`config.mk`:
```
export PLATFORM = sky130hd
export DESIGN_NAME = wb_regfile
export DESIGN_NICKNAME = d
export VERILOG_FILES = /design/src/rtl/cpu_pkg.sv /design/src/rtl/wb_regfile_read_port.sv /design/src/rtl/wb_regfile.sv
export SDC_FILE = /design/constraint.sdc
export NUM_CORES = 2
export LEC_CHECK = 0
export BUFFER_PORTS_ARGS = -buffer_cell sky130_fd_sc_hd__buf_2
export CAP_MARGIN = 20
export CORE_UTILIZATION = 65
export CTS_BUF_LIST = sky130_fd_sc_hd__clkbuf_4
export DETAILED_ROUTE_END_ITERATION = 10
export GPL_TIMING_DRIVEN = 0
export PLACE_DENSITY = 0.85
export SLEW_MARGIN = 20
export SYNTH_ARGS = -nofsm -noshare
export SYNTH_HDL_FRONTEND = slang
export SYNTH_HIERARCHICAL = 1
export SYNTH_SLANG_ARGS = --single-unit
```
`constraint.sdc`:
```
create_clock -name clk -period 7.7 [get_ports clk]
set_input_delay 0 -clock clk [delete_from_list [all_inputs] [get_ports clk]]
set_output_delay 0 -clock clk [all_outputs]
set_load 0.1 [all_outputs]
```
`src/rtl/cpu_pkg.sv`:
```
// cpu_pkg: shared datapath constants and types for the pipeline registers
// (ID_EX, EX_MEM, MEM_WB) and the writeback / register-file stage.
//   DATA_W   - register / datapath width
//   ADDR_W   - register index width
//   NUM_REGS - architectural register count (entry 0 hardwired to zero)
//   REG_ZERO - index of the hardwired-zero register
package cpu_pkg;

    localparam int DATA_W   = 32;
    localparam int ADDR_W   = 5;
    localparam int NUM_REGS = 32;

    typedef logic [DATA_W-1:0] word_t;
    typedef logic [ADDR_W-1:0] reg_idx_t;

    localparam reg_idx_t REG_ZERO = '0;

    // Writeback commit request as seen by the forwarding unit and read ports.
    typedef struct packed {
        logic     we;
        reg_idx_t wn;
        word_t    data;
    } wb_req_t;

endpackage : cpu_pkg

```
`src/rtl/wb_regfile_read_port.sv`:
```
// rf_read_port: one combinational register-file read port with r0 forced to
// zero and same-cycle bypass of the writeback value.
//   addr  in  register index to read
//   regs  in  view of stored entries r1..r(NUM_REGS-1); element k holds r(k+1)
//   wb    in  current writeback request (enable, target, value)
//   data  out read data
module rf_read_port
    import cpu_pkg::*;
#(
    parameter int DATA_W   = cpu_pkg::DATA_W,
    parameter int ADDR_W   = cpu_pkg::ADDR_W,
    parameter int NUM_REGS = cpu_pkg::NUM_REGS
) (
    input  logic [ADDR_W-1:0]                  addr,
    input  logic [NUM_REGS-2:0][DATA_W-1:0]    regs,
    input  logic                               wb_we,
    input  logic [ADDR_W-1:0]                  wb_wn,
    input  logic [DATA_W-1:0]                  wb_data,
    output logic [DATA_W-1:0]                  data
);

    logic [ADDR_W-1:0] idx;

    // r0 is not stored, so entry k of the array holds register k+1.
    assign idx = addr - ADDR_W'(1);

    always_comb begin
        data = '0;
        if (addr == ADDR_W'(REG_ZERO)) begin
            data = '0;
        end else if (wb_we && (wb_wn == addr)) begin
            // Bypass: the write committing at this edge is already visible to ID.
            data = wb_data;
        end else begin
            data = regs[idx];
        end
    end

endmodule : rf_read_port

```
`src/rtl/wb_regfile.sv`:
```
// wb_regfile: writeback stage. Selects load data vs ALU result, commits it to
// the architectural register file, serves two ID read ports with bypass, and
// exports the writeback value/target plus a running commit count.
//   clk, reset     clock; synchronous active-high reset (reset wins over writes)
//   RegWrite_in    writeback enable from MEM/WB
//   MemtoReg_in    1: write dmem_rdata_in, 0: write alu_out_in
//   dmem_rdata_in  load data
//   alu_out_in     ALU result
//   rfile_wn_in    destination register index
//   rs_addr/rs_data, rt_addr/rt_data   combinational read ports
//   wb_data, wb_wn, wb_we              writeback value/target/effective enable
//   wb_count       committed writes since reset (registered, wraps)
module wb_regfile
    import cpu_pkg::*;
#(
    parameter int DATA_W   = cpu_pkg::DATA_W,
    parameter int ADDR_W   = cpu_pkg::ADDR_W,
    parameter int NUM_REGS = cpu_pkg::NUM_REGS
) (
    input  logic              clk,
    input  logic              reset,
    input  logic              RegWrite_in,
    input  logic              MemtoReg_in,
    input  logic [DATA_W-1:0] dmem_rdata_in,
    input  logic [DATA_W-1:0] alu_out_in,
    input  logic [ADDR_W-1:0] rfile_wn_in,
    input  logic [ADDR_W-1:0] rs_addr,
    input  logic [ADDR_W-1:0] rt_addr,
    output logic [DATA_W-1:0] rs_data,
    output logic [DATA_W-1:0] rt_data,
    output logic [DATA_W-1:0] wb_data,
    output logic [ADDR_W-1:0] wb_wn,
    output logic              wb_we,
    output logic [31:0]       wb_count
);

    localparam int NUM_PORTS = 2;

    // r1..r(NUM_REGS-1); r0 reads as zero and is never stored.
    logic [NUM_REGS-2:0][DATA_W-1:0] regs;
    logic [31:0]                     cnt_q;
    logic [ADDR_W-1:0]               wr_idx;

    logic [NUM_PORTS-1:0][ADDR_W-1:0] port_addr;
    logic [NUM_PORTS-1:0][DATA_W-1:0] port_data;

    assign wb_data = MemtoReg_in ? dmem_rdata_in : alu_out_in;
    assign wb_wn   = rfile_wn_in;
    // Gating with reset keeps the bypass and the commit consistent: a write
    // dropped by reset is also not forwarded.
    assign wb_we   = RegWrite_in && (rfile_wn_in != ADDR_W'(REG_ZERO)) && !reset;
    assign wr_idx  = rfile_wn_in - ADDR_W'(1);

    always_ff @(posedge clk) begin
        if (reset) begin
            regs  <= '0;
            cnt_q <= '0;
        end else if (wb_we) begin
            regs[wr_idx] <= wb_data;
            cnt_q        <= cnt_q + 32'd1;
        end
    end

    assign wb_count = cnt_q;

    assign port_addr[0] = rs_addr;
    assign port_addr[1] = rt_addr;

    for (genvar p = 0; p < NUM_PORTS; p++) begin : g_port
        rf_read_port #(
            .DATA_W   (DATA_W),
            .ADDR_W   (ADDR_W),
            .NUM_REGS (NUM_REGS)
        ) u_port (
            .addr    (port_addr[p]),
            .regs    (regs),
            .wb_we   (wb_we),
            .wb_wn   (wb_wn),
            .wb_data (wb_data),
            .data    (port_data[p])
        );
    end

    assign rs_data = port_data[0];
    assign rt_data = port_data[1];

endmodule : wb_regfile

```
==> reports/results.txt <==
most frequently used flop master after synthesis -> sky130_fd_sc_hd__dfxtp_1
proportion of synthesized area in mux cells -> 25.2%
headroom to the max-slew limit -> 12.2%
Vias per Instance -> 7.43
total number of yosys warnings -> 6
Die ar. -> 0.0823 mm^2
most area-hungry cell type in the Yosys netlist -> sky130_fd_sc_hd__dfxtp_1
number of search-and-repair iterations in the first detailed-routing pass -> 11
adder and majority gate portion of the synthesized area -> 0.0712%
post-route fraction of the period consumed by the critical path -> 90.0%
largest fanout on the critical path -> 10
Remaining DRCs -> 3
TritonCTS Buffers -> 286
number of clock sinks -> 1024
worst-margin pin slew -> 1.32 ns
worst clock skew on the final layout -> 0.0399 ns
combinational family with the most area after synthesis -> multiplexers
later-pin clock latency in the skew report -> 1.16 ns
violations in the final reports -> design-rule violations
area of all sequential standard cells -> 0.0205 mm^2
post-synthesis net count -> 5007
horizontal die dimension -> 287 um
first-pass GRT wire length -> 316000 um
GPL Wtd Cong -> 1.06
top cells by area in the synthesized netlist -> sky130_fd_sc_hd__dfxtp_1 39%, sky130_fd_sc_hd__mux4_2 20%, sky130_fd_sc_hd__a211oi_1 13%
EDFF count, synth -> 0
post-synthesis instance area -> 0.0528 mm^2
status -> finished with violations
area delta synth->final -> 14.1%
clock input transition at the sequential cells of the worst setup and hold paths -> 0.07 ns
post-synthesis share of cell area spent on xor and xnor gates -> 0.731%
TritonCTS clock tree -> built
HP Class -> in -> reg
area share of the leading cell type in the synthesized netlist -> 38.9%
number of synthesized register bits -> 1024
total detailed-routing wirelength -> 225000 um
share of cells above drive strength 1 -> 26.2%
final critical-path required period -> 6.93 ns
share of the yosys chip area belonging to registers -> 38.9%
max-cap check violation count -> 0
f_max -> 0.144 GHz
area of all placed cells without fillers -> 0.0602 mm^2
vias in the first global route -> 48.2k
Cells on Worst Hold Path -> 4
crit path capture type -> output port
Critical Setup Path Class -> in -> out
fin. max-slew vios -> 0
maximum vdd ir drop -> 0.153 mV
sum of overflow across all layers after global routing -> 0
Multi-input gate area -> 0.0293 mm^2
placed cell area -> 0.0551 mm^2
most common library cells after synthesis -> 1069 x sky130_fd_sc_hd__nor2_1, 1024 x sky130_fd_sc_hd__dfxtp_1, 928 x sky130_fd_sc_hd__a211oi_1, 470 x sky130_fd_sc_hd__mux4_2, 382 x sky130_fd_sc_hd__clkbuf_1
worst endpoint required time -> 7.70 ns
io pins -> 217
mean routed wirelength per cell -> 32.9 um
antenna violations before repair -> 26
vias post-DR -> 50.7k
post-CTS setup buffers -> 0
root buf cell -> sky130_fd_sc_hd__clkbuf_4
setup-violating endpoint count in the final report -> 0
unrepaired setup endpoints after global routing -> false
Post-Synthesis Mean Instance Area -> 10.7 um^2
top-count cell post-synth -> sky130_fd_sc_hd__nor2_1
Layout Utilization -> 74.8%
Unique masters post-synth -> 66
Buffers on Ports -> 208
endpoints failing hold -> 0
synthesized-area fraction occupied by and/or/nand/nor cells -> 9.99%
data arrival time of the critical path -> 6.93 ns
total number of nets in the final design -> 5663
placement row count -> 104
overall power consumption -> 12.4 mW
Async SR Flop Fraction -> 0%
vertical extent of the die -> 287 um
kind of start point of the critical path -> input port
HPWL after detailed placement -> 168000 um
number of cell instances on the worst register-to-register path -> 5
initial cell density of the core -> 65.6%
Detailed Route Iter0 Violations -> 8143
maximum level of the CTS H-tree -> 5
Total GRT Usage -> 53.4%
synthesized-area fraction occupied by ao, oa, aoi and oai cells -> 19.4%
summed negative setup slack over all endpoints -> 0 ns
pin count of the biggest net entering global routing -> 17
antenna-violating nets left -> 0
Leak -> 20.5 nW
Post-Synthesis Cells -> 4921
placeable core area -> 0.0804 mm^2
PostCTS Resize Cnt -> 0
maximum root-to-sink buffer count -> 4
P per Cell Area -> 207 mW/mm^2
total of fill cells in the finished design -> 5514
==> critical path: stages <==
cell and delay [ns]:
sky130_fd_sc_hd__buf_2 0.24, sky130_fd_sc_hd__buf_2 0.49, sky130_fd_sc_hd__buf_2 0.56, sky130_fd_sc_hd__buf_2 0.60, sky130_fd_sc_hd__inv_1 0.15, sky130_fd_sc_hd__ha_1 0.31, sky130_fd_sc_hd__buf_2 0.28, sky130_fd_sc_hd__clkbuf_1 0.54
sky130_fd_sc_hd__clkbuf_1 0.83, sky130_fd_sc_hd__clkbuf_1 1.03, sky130_fd_sc_hd__mux4_2 0.42, sky130_fd_sc_hd__mux2i_1 0.46, sky130_fd_sc_hd__a211oi_1 0.17, sky130_fd_sc_hd__a221o_1 0.43, sky130_fd_sc_hd__buf_2 0.35
==> metrics by stage <==
stage,std cells,worst slack (ns),hold WS (ns)
after floorplan,4921,2.71,0.212
after global placement,6189,1.47,0.444
after detailed placement,6190,1.42,0.462
after CTS,6807,1.41,0.00325
after global routing,6814,1.03,0.112
final,6823,0.771,0.115
==> layer usage <==
metal  wire [um]  up-vias  part of all wire [%]  global-route usage (%)
met2       91000     4813                    41                    74.3
met1       73300    24300                    33                    61.8
li1            -    20300                     -                       -
met5         428        -                  0.19                    1.51
met4       17100       22                   7.6                    33.2
met3       42800     1244                    19                    32.4
==> logic make-up after synthesis <==
group | after synthesis
AO/OA/AOI/OAI | 1287
AND/OR/NAND/NOR | 1252
multiplexers | 662
XOR/XNOR | 38
flip-flops | 1024
buffers and inverters | 655
adder cells (fa/ha/maj) | 3
==> repair_timing <==
item                       in CTS  in global routing
hold buffers                  158                  0
hold endpoints to repair     1004                  0
setup endpoints to repair       0                  0
==> flip-flops by register name, summed over array words and instances, names as in the netlist <==
signal	flops
regs	992
wb_count	32
==> cell type report <==
cell class / count / share of cell area (%)
clock buffer: 390 / 4.87
sequential: 1024 / 34.1
clock inverter: 69 / 0.742
antenna: 15 / 0.0624
tap: 1060 / 2.20
inverter: 46 / 0.287
timing repair buffer: 368 / 4.39
buffer: 609 / 4.72
multi-input combinational: 3242 / 48.7
==> report_power, final <==
group	switching [mW]	internal [mW]	total, mW
combinational	1.54	0.548	2.09
sequential	0.0399	5.34	5.38
clock	2.41	2.56	4.97
==> final timing paths <==
path	from	to	slack, ns
worst max-delay path	rt_addr[0]	rt_data[17]	0.77
worst min-delay path	dmem_rdata_in[0]	regs[928]	0.12
worst max register to register	wb_count[8]	wb_count[25]	5.51
worst min register to register	wb_count[31]	wb_count[31]	0.49
==> placed cells by master, fill, tap and decap left out, drive strengths merged, types with 15 or more instances in the layout <==
cell type / instances
mux2i: 86
o21ai: 45
inv: 50
and2: 15
diode: 15
a221oi: 50
a21oi: 15
nor2: 1087
clkbuf: 777
o21a: 52
buf: 432
dlygate4sd3: 158
a221o: 50
xnor2: 31
clkinv: 58
mux4: 514
nand3b: 35
nand2: 31
mux2: 62
nor3: 17
a211oi: 1012
dfxtp: 1024
No activity file was read; power rests on OpenSTA's default activity.
